**config.mk**
```make
export PLATFORM = sky130hd
export DESIGN_NAME = mul_div_unit
export DESIGN_NICKNAME = d
export VERILOG_FILES = /design/src/rtl/mdu_pkg.sv /design/src/rtl/mdu_div_step.sv /design/src/rtl/mul_div_unit.sv
export SDC_FILE = /design/constraint.sdc
export NUM_CORES = 1
export LEC_CHECK = 0
export CORE_AREA = 2 2 229 163
export DETAILED_ROUTE_END_ITERATION = 12
export DIE_AREA = 0 0 231 165
export GPL_TIMING_DRIVEN = 0
export HOLD_SLACK_MARGIN = 0.05
export PLACE_DENSITY = 0.52
export SLEW_MARGIN = 30
export SYNTH_ARGS = -nofsm -noshare
export SYNTH_HDL_FRONTEND = slang
export SYNTH_HIERARCHICAL = 1
export SYNTH_SLANG_ARGS = --single-unit
```
**constraint.sdc**
```tcl
create_clock -name clock -period 3.5 [get_ports clock]
set_clock_uncertainty 0.1 [all_clocks]
set_input_delay 0.35 -clock clock [delete_from_list [all_inputs] [get_ports clock]]
set_output_delay 0.35 -clock clock [all_outputs]
set_load 0.05 [all_outputs]
```
**src/rtl/mdu_pkg.sv**
```systemverilog
// Shared encodings and constants for the sequential multiply/divide unit.
package mdu_pkg;

    typedef enum logic [1:0] {
        IDLE = 2'd0,
        RUN  = 2'd1,
        DONE = 2'd2
    } mdu_state_e;

    localparam logic        OP_MUL = 1'b0;
    localparam logic        OP_DIV = 1'b1;
    localparam int unsigned ITER   = 32;
    localparam int unsigned RES_W  = 64;
    localparam int unsigned CNT_W  = 6;

endpackage

```
**src/rtl/mdu_div_step.sv**
```systemverilog
// One non-restoring divide iteration on magnitudes: shift in the next dividend bit,
// add or subtract the divisor by the sign of the partial remainder, emit a quotient bit.
module mdu_div_step
    import mdu_pkg::*;
(
    input  logic [ITER:0]   rem_i,
    input  logic [ITER-1:0] quo_i,
    input  logic [ITER-1:0] dvs_i,
    output logic [ITER:0]   rem_o,
    output logic [ITER-1:0] quo_o
);

    logic [ITER:0] shifted;

    always_comb begin
        // Remainder stays within +/-2^31, so dropping its top bit keeps the value.
        shifted = {rem_i[ITER-1:0], quo_i[ITER-1]};
        if (rem_i[ITER]) begin
            rem_o = shifted + {1'b0, dvs_i};
        end else begin
            rem_o = shifted - {1'b0, dvs_i};
        end
        quo_o = {quo_i[ITER-2:0], ~rem_o[ITER]};
    end

endmodule

```
**src/rtl/mul_div_unit.sv**
```systemverilog
// Sequential signed multiply (radix-2 Booth) and optional signed divide, 32 iterations.
// Divide path is compiled in only when MUL_DIV_UNIT_DIV_EN is defined.
module mul_div_unit
    import mdu_pkg::*;
(
    input  logic             clock,
    input  logic             clear,
    input  logic             start,
    input  logic             op,
    input  logic [31:0]      Y,
    input  logic [31:0]      B,
    output logic             busy,
    output logic             done,
    output logic [RES_W-1:0] C,
    output logic             div_by_zero
);

    mdu_state_e       state_q, state_d;
    logic [CNT_W-1:0] cnt_q, cnt_d;
    logic [64:0]      acc_q, acc_d;
    logic [31:0]      mcand_q, mcand_d;
    logic [RES_W-1:0] c_q, c_d;
    logic [32:0]      booth_sum;

`ifdef MUL_DIV_UNIT_DIV_EN
    logic        div_q, div_d, zero_q, zero_d, qneg_q, qneg_d, rneg_q, rneg_d, dbz_q, dbz_d;
    logic [32:0] rem_q, rem_d, rem_nxt;
    logic [31:0] quo_q, quo_d, quo_nxt, dvs_q, dvs_d, rem_fix;

    mdu_div_step u_div_step (
        .rem_i (rem_q),
        .quo_i (quo_q),
        .dvs_i (dvs_q),
        .rem_o (rem_nxt),
        .quo_o (quo_nxt)
    );

    // A negative final remainder is restored by one divisor add (result is in [0, divisor)).
    assign rem_fix     = rem_q[31:0] + (rem_q[32] ? dvs_q : 32'd0);
    assign div_by_zero = dbz_q;
`else
    logic unused_op;
    assign unused_op   = op;
    assign div_by_zero = 1'b0;
`endif

    // Booth add is 33 bits wide so a -2^31 multiplicand cannot overflow the upper half.
    always_comb begin
        case (acc_q[1:0])
            2'b01:   booth_sum = {acc_q[64], acc_q[64:33]} + {mcand_q[31], mcand_q};
            2'b10:   booth_sum = {acc_q[64], acc_q[64:33]} - {mcand_q[31], mcand_q};
            default: booth_sum = {acc_q[64], acc_q[64:33]};
        endcase
    end

    always_comb begin
        state_d = state_q;
        cnt_d   = cnt_q;
        acc_d   = acc_q;
        mcand_d = mcand_q;
        c_d     = c_q;
`ifdef MUL_DIV_UNIT_DIV_EN
        div_d   = div_q;
        zero_d  = zero_q;
        qneg_d  = qneg_q;
        rneg_d  = rneg_q;
        dbz_d   = dbz_q;
        rem_d   = rem_q;
        quo_d   = quo_q;
        dvs_d   = dvs_q;
`endif
        unique case (state_q)
            IDLE, DONE: begin
                if (start) begin
                    state_d = RUN;
                    cnt_d   = '0;
                    mcand_d = Y;
                    acc_d   = {32'd0, B, 1'b0};
`ifdef MUL_DIV_UNIT_DIV_EN
                    div_d   = (op == OP_DIV);
                    zero_d  = (B == 32'd0);
                    qneg_d  = Y[31] ^ B[31];
                    rneg_d  = Y[31];
                    dbz_d   = 1'b0;
                    rem_d   = '0;
                    quo_d   = Y[31] ? -Y : Y;
                    dvs_d   = B[31] ? -B : B;
`endif
                end else begin
                    state_d = IDLE;
                end
            end
            RUN: begin
                if (cnt_q == CNT_W'(ITER)) begin
                    state_d = DONE;
                    c_d     = acc_q[64:1];
`ifdef MUL_DIV_UNIT_DIV_EN
                    if (div_q) begin
                        c_d = {rneg_q ? -rem_fix : rem_fix, qneg_q ? -quo_q : quo_q};
                    end
`endif
                end else begin
                    cnt_d = cnt_q + CNT_W'(1);
                    acc_d = {booth_sum, acc_q[32:1]};
`ifdef MUL_DIV_UNIT_DIV_EN
                    rem_d = rem_nxt;
                    quo_d = quo_nxt;
`endif
                end
`ifdef MUL_DIV_UNIT_DIV_EN
                if (div_q && zero_q) begin
                    state_d = DONE;
                    c_d     = {mcand_q, 32'hFFFF_FFFF};
                    dbz_d   = 1'b1;
                end
`endif
            end
            default: state_d = IDLE;
        endcase
    end

    always_ff @(posedge clock) begin
        if (clear) begin
            state_q <= IDLE;
            cnt_q   <= '0;
            acc_q   <= '0;
            mcand_q <= '0;
            c_q     <= '0;
        end else begin
            state_q <= state_d;
            cnt_q   <= cnt_d;
            acc_q   <= acc_d;
            mcand_q <= mcand_d;
            c_q     <= c_d;
        end
    end

`ifdef MUL_DIV_UNIT_DIV_EN
    always_ff @(posedge clock) begin
        if (clear) begin
            div_q  <= 1'b0;
            zero_q <= 1'b0;
            qneg_q <= 1'b0;
            rneg_q <= 1'b0;
            dbz_q  <= 1'b0;
            rem_q  <= '0;
            quo_q  <= '0;
            dvs_q  <= '0;
        end else begin
            div_q  <= div_d;
            zero_q <= zero_d;
            qneg_q <= qneg_d;
            rneg_q <= rneg_d;
            dbz_q  <= dbz_d;
            rem_q  <= rem_d;
            quo_q  <= quo_d;
            dvs_q  <= dvs_d;
        end
    end
`endif

    assign busy = (state_q == RUN);
    assign done = (state_q == DONE);
    assign C    = c_q;

endmodule

```
==> impl_metrics.csv <==
group,metric,value,unit
clock_tree,cts_num_sinks,169,
drt,via_count,8942,
clock_tree,cts_tree,"yes",
clock_tree,cts_buffers,17,
synth,synth-main-ff-cell,"dfxtp_1",
placed_design,placed_cell_area,10800,µm²
power,clock_power_share,0.350,
setup_path,critPathKind,"reg -> reg",
drt,viasPerCell,4.87,
synth,avgSynthCellArea,7.66,µm²
setup_path,slowest_delay,0.38,ns
synth,yosys.cell_types.count,71,
die,die_x,231,µm
timing,max-slew-margin-rel,0.408,
power,comb_power_share,0.279,
finish,fin_nets,1449,
synth,synth_nets,1264,
setup_path,worstPathRequired,3.74,ns
drt,first_pass_iters,7,
hold_path,hold_path.startpoint,"Y[14]",
grt,grt_max_degree,17,
drt,drt-wirelength-per-cell,17.6,µm
power,power.leakage,4.41,nW
power,power.switching,1.86,mW
setup_path,ff2ff_setup_slack,-0.47,ns
setup_path,cp_cell_sequence,"or3_4 -> or3_4 -> nor3_4 -> nand2_4 -> nor3_2 -> nor2_2 -> xnor2_2 -> ha_1 -> a21oi_2 -> o21ai_2 -> a221o_1 -> a21oi_2 -> o31ai_4 -> a41o_1 -> a32oi_1 -> nand3_1",
synth,ys_seq_area_frac,0.381,
synth,ys_async_sr_fraction,0,
setup_path,start_kind,"flip-flop",
finish,drive_gt1_frac,0.143,
drt,drc,0,
setup_path,rr_startpoint,"mcand_q[4]",
timing,rsz0062_at_grt,"yes",
grt,use_met2,0.245,
grt,met3_usage,0.0468,
timing,worst_pin_slew,0.884,ns
placed_design,place_ws,-0.918,ns
clock_tree,clk_latency,0.46,ns
flow_run,max_cap_violations,0,
setup_path,rr_endpoint,"acc_q[64]",
die,dieArea,38100,µm²
die,core-area,35700,µm²
timing,fin_crit_sh,1.13,
die,ios,135,
drt,drtIter0Drc,593,
hold_path,hold_class,"in -> reg",
timing,maxSlewViolCount,0,
timing,worst_slack,-0.466,ns
synth,yosys_register_bits,169,
setup_path,crit_path_top_delay_cell,"or3_4",
clock_tree,htreeDepth,4,
power,swShare,0.328,
setup_path,path_max_fanout,3,
finish,final_area,12300,µm²
synth,yosys_warnings,6,
timing,setup_violations,19,
grt,grt_use_met1,0.248,
grt,grt-ovfl-total,0,
power,p_seq_frac,0.371,
die,die_y,165,µm
finish,multi_input_area,5670,µm²
power,power_density,461,nW/µm²
finish,n_fill_cell,3824,
drt,drtAntennaViolNets,0,
die,start_util,0.248,
grt,grt_pass1_vias,8739,
synth,synth_top_cell_area_share,0.381,
clock_tree,clockBufferDepth,2,
synth,synthCells,1158,
finish,postLayoutCoreUtil,0.345,
clock_tree,root_buffer,"clkbuf_16",
placed_design,port_buffers,131,
synth,synth_top_cell_by_area,"dfxtp_1",
setup_path,reg2regPathDepth,16,
synth,synth_enable_flop_cells,0,
hold_path,min_to,"mcand_q[14]",
setup_path,end_kind,"flip-flop",
finish,regArea,3400,µm²
synth,syn-cell-area,8870,µm²
synth,synthTopCellsByArea,"dfxtp_1 38%, nand2_1 12%, a21oi_1 9.1%",
grt,grt_usage,0.172,
placed_design,globalplace.congestion,0.872,
setup_path,crit_arrival,4.20,ns
timing,hold_viol,0,
timing,fmax,252,MHz
hold_path,hold_depth,3,
power,ir_drop,0.262,mV
grt,grt_pass1_wl,49900,µm
finish,areaGrowthSynthToFinish,38.7,%
grt,grt-busiest-layer,"met1",
outcome,violations,"negative setup slack",
outcome,status,"finished, violations left",
timing,period_needed,3.97,ns
drt,routed_wirelength,32300,µm
clock_tree,path_clk_slew,0.07,ns
grt,antenna_found_initial,0,
finish,antenna_cells,0,
placed_design,dp_hpwl,24200,µm
power,internal_power,3.82,mW
die,std_cell_rows,58,
[worst max-delay path: cells and delay by family (launching register included)]
| kind | cells | cell delay [ns] |
|---|---|---|
| compound gates | 7 | 1.52 |
| simple gates | 7 | 1.45 |
| fa+ha+maj | 1 | 0.33 |
| flops | 1 | 0.32 |
| xor+xnor | 1 | 0.15 |
[Yosys cell counts, drive strengths merged, types with 12 or more instances]
cell and instances:
nand2 295, clkbuf 66, a21oi 162, inv 22, nor3 18, a311oi 32
xnor2 48, a22oi 18, nand3 13, buf 12, ha 37, o21ai 29
xor2 14, nor2 79, o22ai 14, a21o 21, dfxtp 169
[layer usage]
layer	share of wire	routed length, µm	vias up
met5	0	0	-
met1	0.51	16400	4287
met3	0.061	1980	33
li1	-	-	4402
met4	0.019	615	0
met2	0.41	13200	220
[power by group through the flow]
stage | Sequential [mW] | Clock, mW | Combinational (mW)
2_1_floorplan | 2.11 | 0 | 0.899
3_3_place_gp | 2.14 | 0 | 1.26
3_5_place_dp | 2.14 | 0 | 1.26
4_1_cts | 2.10 | 2.03 | 1.48
5_1_grt | 2.12 | 2.11 | 1.74
6_report | 2.10 | 1.99 | 1.59
[flip-flops by register name, indices dropped and copies added, names as in the netlist]
register,cells
state_q,2
C,64
acc_q,65
mcand_q,32
cnt_q,6
[logic make-up (layout without fill, tap and decap cells)]
logic type	Yosys count	after routing	synth area share
AO/OA/AOI/OAI	320	320	0.226
flip-flops	169	169	0.381
AND/OR/NAND/NOR	462	462	0.227
buffers and inverters	101	299	0.0434
other	1	1	0.000423
adder cells (fa/ha/maj)	38	38	0.0544
XOR/XNOR	62	62	0.0621
multiplexers	5	5	0.00564
[worst max path at each step]
stage | start | end
after floorplan | mcand_q[4] | acc_q[64]
after global placement | mcand_q[4] | acc_q[63]
after detailed placement | mcand_q[4] | acc_q[63]
after CTS | mcand_q[4] | acc_q[60]
after global routing | mcand_q[4] | acc_q[56]
final | mcand_q[4] | acc_q[64]
[layout make-up]
type	instances	share of cell area
buffer	73	0.0239
clock buffer	18	0.0349
clock inverter	14	0.0139
inverter	23	0.00702
multi-input combinational	888	0.461
sequential	169	0.276
tap	480	0.0488
timing repair buffer	171	0.134
[per-stage QoR]
| step | cells | setup TNS (ns) | hold WS [ns] | total power, mW |
|---|---|---|---|---|
| after floorplan | 1158 | -0.400 | 0.346 | 3.01 |
| after global placement | 1769 | -13.40 | 0.344 | 3.40 |
| after detailed placement | 1769 | -12.74 | 0.348 | 3.41 |
| after CTS | 1832 | -4.53 | 0.316 | 5.61 |
| after global routing | 1836 | -8.27 | 0.331 | 5.96 |
| final | 1836 | -5.07 | 0.339 | 5.68 |
[what timing repair did]
| action | 4_1_cts | 5_1_grt |
|---|---|---|
| pin swaps | 58 | 44 |
| buffers inserted | 35 | 6 |
| hold buffers | 0 | 0 |
| resized for setup | 90 | 45 |
| endpoints found under the setup margin | 26 | 25 |
[cells in the final DEF, fill, tap and decap left out, types with 5 or more instances in the layout]
cell / synthesis / routed
a21o_1: 21 / 21
nor2_1: 79 / 72
buf_6: 0 / 9
a21oi_1: 161 / 144
o21ai_0: 29 / 17
nand2_1: 294 / 288
a311oi_1: 32 / 32
nand3_1: 13 / 11
ha_4: 0 / 6
nand2_2: 1 / 6
clkdlybuf4s50_1: 0 / 131
buf_4: 1 / 33
ha_1: 37 / 23
xnor2_2: 0 / 11
nand2b_1: 6 / 6
nor3_1: 16 / 12
clkbuf_1: 66 / 60
o21ai_1: 0 / 8
inv_1: 22 / 20
dfxtp_1: 169 / 163
ha_2: 0 / 8
buf_1: 9 / 9
a22oi_1: 18 / 18
nand4_1: 7 / 7
o22ai_1: 14 / 14
a31oi_1: 10 / 6
xor2_1: 13 / 10
xnor2_1: 48 / 37
clkbuf_16: 0 / 17
a21oi_2: 1 / 16
and3_1: 9 / 5
Note: power is estimated with default switching activity, not from simulation.
==> variant: new RTL, same flow settings <==
Put a register stage on the outputs `busy` and `done`. The values now appear one clock later. The other outputs are not delayed to match.
--- a/src/rtl/mul_div_unit.sv
+++ b/src/rtl/mul_div_unit.sv
@@ -159,8 +159,10 @@
     end
 `endif
 
-    assign busy = (state_q == RUN);
-    assign done = (state_q == DONE);
+    always_ff @(posedge clock) begin
+        busy <= (state_q == RUN);
+        done <= (state_q == DONE);
+    end
     assign C    = c_q;
 
 endmodule
Behaviour: not the same (a bounded check fails within 4 cycles, from zero or initial values).
==> variant against the unedited design <==
The run still ends with setup timing left; synthesized area is 1.9% higher; worst setup slack gained 140 ps; total power decreased by 2.3%; non-clock buffer count is 6 higher; die area did not move; final area barely moved; wire length shrank 0.95%; sequential cell count up 2; hold slack barely moved; sequential share of layout area grew 0.34 points; count of clock-buffer cells in the layout grew 2; critical path depth decreased by 2; highest routed layer unchanged.
==> variant: results (changes against the unedited design) <==
[run_status]
status=finished, violations left  ; unchanged
violations=setup timing  ; unchanged

[power_and_ir_drop]
pg_seq_mw=2.13
p_leak_nw=4.47  ; was 4.41 nW
peakVddDrop_mv=0.378  ; was 0.262 mV
p_comb_share_pct=27.4  ; was 27.9%
p_per_area_nw_per_um2=451  ; was 461 nW/um^2
swShare_pct=32.8  ; about the same

[finish]
nets=1451  ; was 1,449
nMultiInputCombCells=884  ; was 888
seq_area_share_pct=27.9  ; was 27.6%
multiInputGateArea_um2=5630  ; was 5670 um^2
drive_above_1_share_pct=12.8  ; was 14.3%
buffers_excl_clock=250  ; was 244
clock_buffers=20  ; was 18
clock_tree_area_fraction_pct=4.63  ; was 4.88%
bufAreaShareNonClock_pct=16.1  ; was 15.8%
nFillCells=3787  ; was 3,824

[critical_path]
arrival_ps=4030  ; was 4200 ps
path_max_fanout=6  ; was 3
cp_slowest_cell=or4_4  ; was or3_4
slowest_delay_ps=560  ; was 380 ps
regToRegSetupSlack_ps=-330  ; was -470 ps
r2r_end=acc_q[61]  ; was acc_q[64]
reg2reg_depth=14  ; was 16
critPathTopFamily=simple AND/OR/NAND/NOR gates  ; was compound AO/OA/AOI/OAI gates
reg2reg_from=mcand_q[3]  ; was mcand_q[4]

[yosys]
synth_fp_nets=1254  ; was 1,264
synth_commonest_cells=nand2_1 (238), dfxtp_1 (171), a21oi_1 (164)  ; was nand2_1 (294), dfxtp_1 (169), a21oi_1 (161)
ys_ff_latch=171  ; was 169
seq_area_frac_synth_pct=37.9  ; was 38.1%
synthesis.instances=1149  ; was 1,158
synth.distinct_cells=71  ; unchanged
synthTopCellsByArea=dfxtp_1 (38%), nand2_1 (9.9%), a21oi_1 (9.1%), ha_1 (5.0%), xnor2_1 (4.1%)  ; was dfxtp_1 (38%), nand2_1 (12%), a21oi_1 (9.1%), ha_1 (5.2%), xnor2_1 (4.7%)

[timing]
worst_pin_slew_ps=876  ; was 884 ps
setup_violations=17  ; was 19
setup_ws_ps=-326  ; was -466 ps
fin_hold_ws_ps=338  ; was 339 ps

[clock_network]
clk_latency_ps=450

[route]
route.met3.wl_um=1850  ; was 1980 um
drt-met1-wl_um=16400  ; about the same
met2WireLength_um=13400  ; was 13,200 um
num_vias=8989  ; was 8,942
drt_iter0_drc=670  ; was 593
routed_wirelength_um=31900  ; was 32,300 um
vias_per_cell=4.89  ; was 4.87
firstDrtPassIters=5  ; was 7

[worst_hold_path]
hold_path_class=in2reg  ; unchanged
holdPathEnd=mcand_q[10]  ; was mcand_q[14]
holdCritStartpoint=Y[10]  ; was Y[14]

[place]
place_area_um2=11000  ; was 10,800 um^2
gp_congestion=0.929  ; was 0.872
hpwl_um=23800  ; was 24,200 um
preCtsSetupSlack_ps=-932  ; was -918 ps

[global_route]
grt_pass1_vias=8796  ; was 8,739
grt_use_total_pct=16.9  ; was 17.2%
grtUsageMet3_pct=5.08  ; was 4.68%
use_met1_pct=24.3  ; was 24.8%
grt_pass1_wl_um=49600  ; was 49,900 um

==> variant: cell count changes after synthesis, moves of 7 or more <==
| cell | before | now |
|---|---|---|
| nand2_1 | 294 | 238 |
| mux2i_1 | 5 | 34 |
| nand3_1 | 13 | 20 |
| o211ai_1 | 1 | 9 |
| a211oi_1 | 2 | 33 |
| a311oi_1 | 32 | 1 |
==> variant: what timing repair did <==
item / in CTS / in global routing
hold buffers: 0 / 0
setup endpoints to repair: 28 / 25
gates resized for setup: 63 / 25
setup buffers: 28 / 24
pin swaps: 33 / 30
==> variant: kinds of logic (layout without fill, tap and decap cells) <==
family                     count (synthesis)  in the layout  synth area share, %
and+or+nand+nor                          427            427                 21.2
AOI/OAI and AO/OA                        329            329                 22.5
DFF                                      171            171                 37.9
buffers and inverters                     94            303                 3.95
xor gates and xnor gates                  55             55                 5.33
adders and majority gates                 37             37                 5.20
muxes                                     35             35                 3.89
other                                      1              1               0.0415
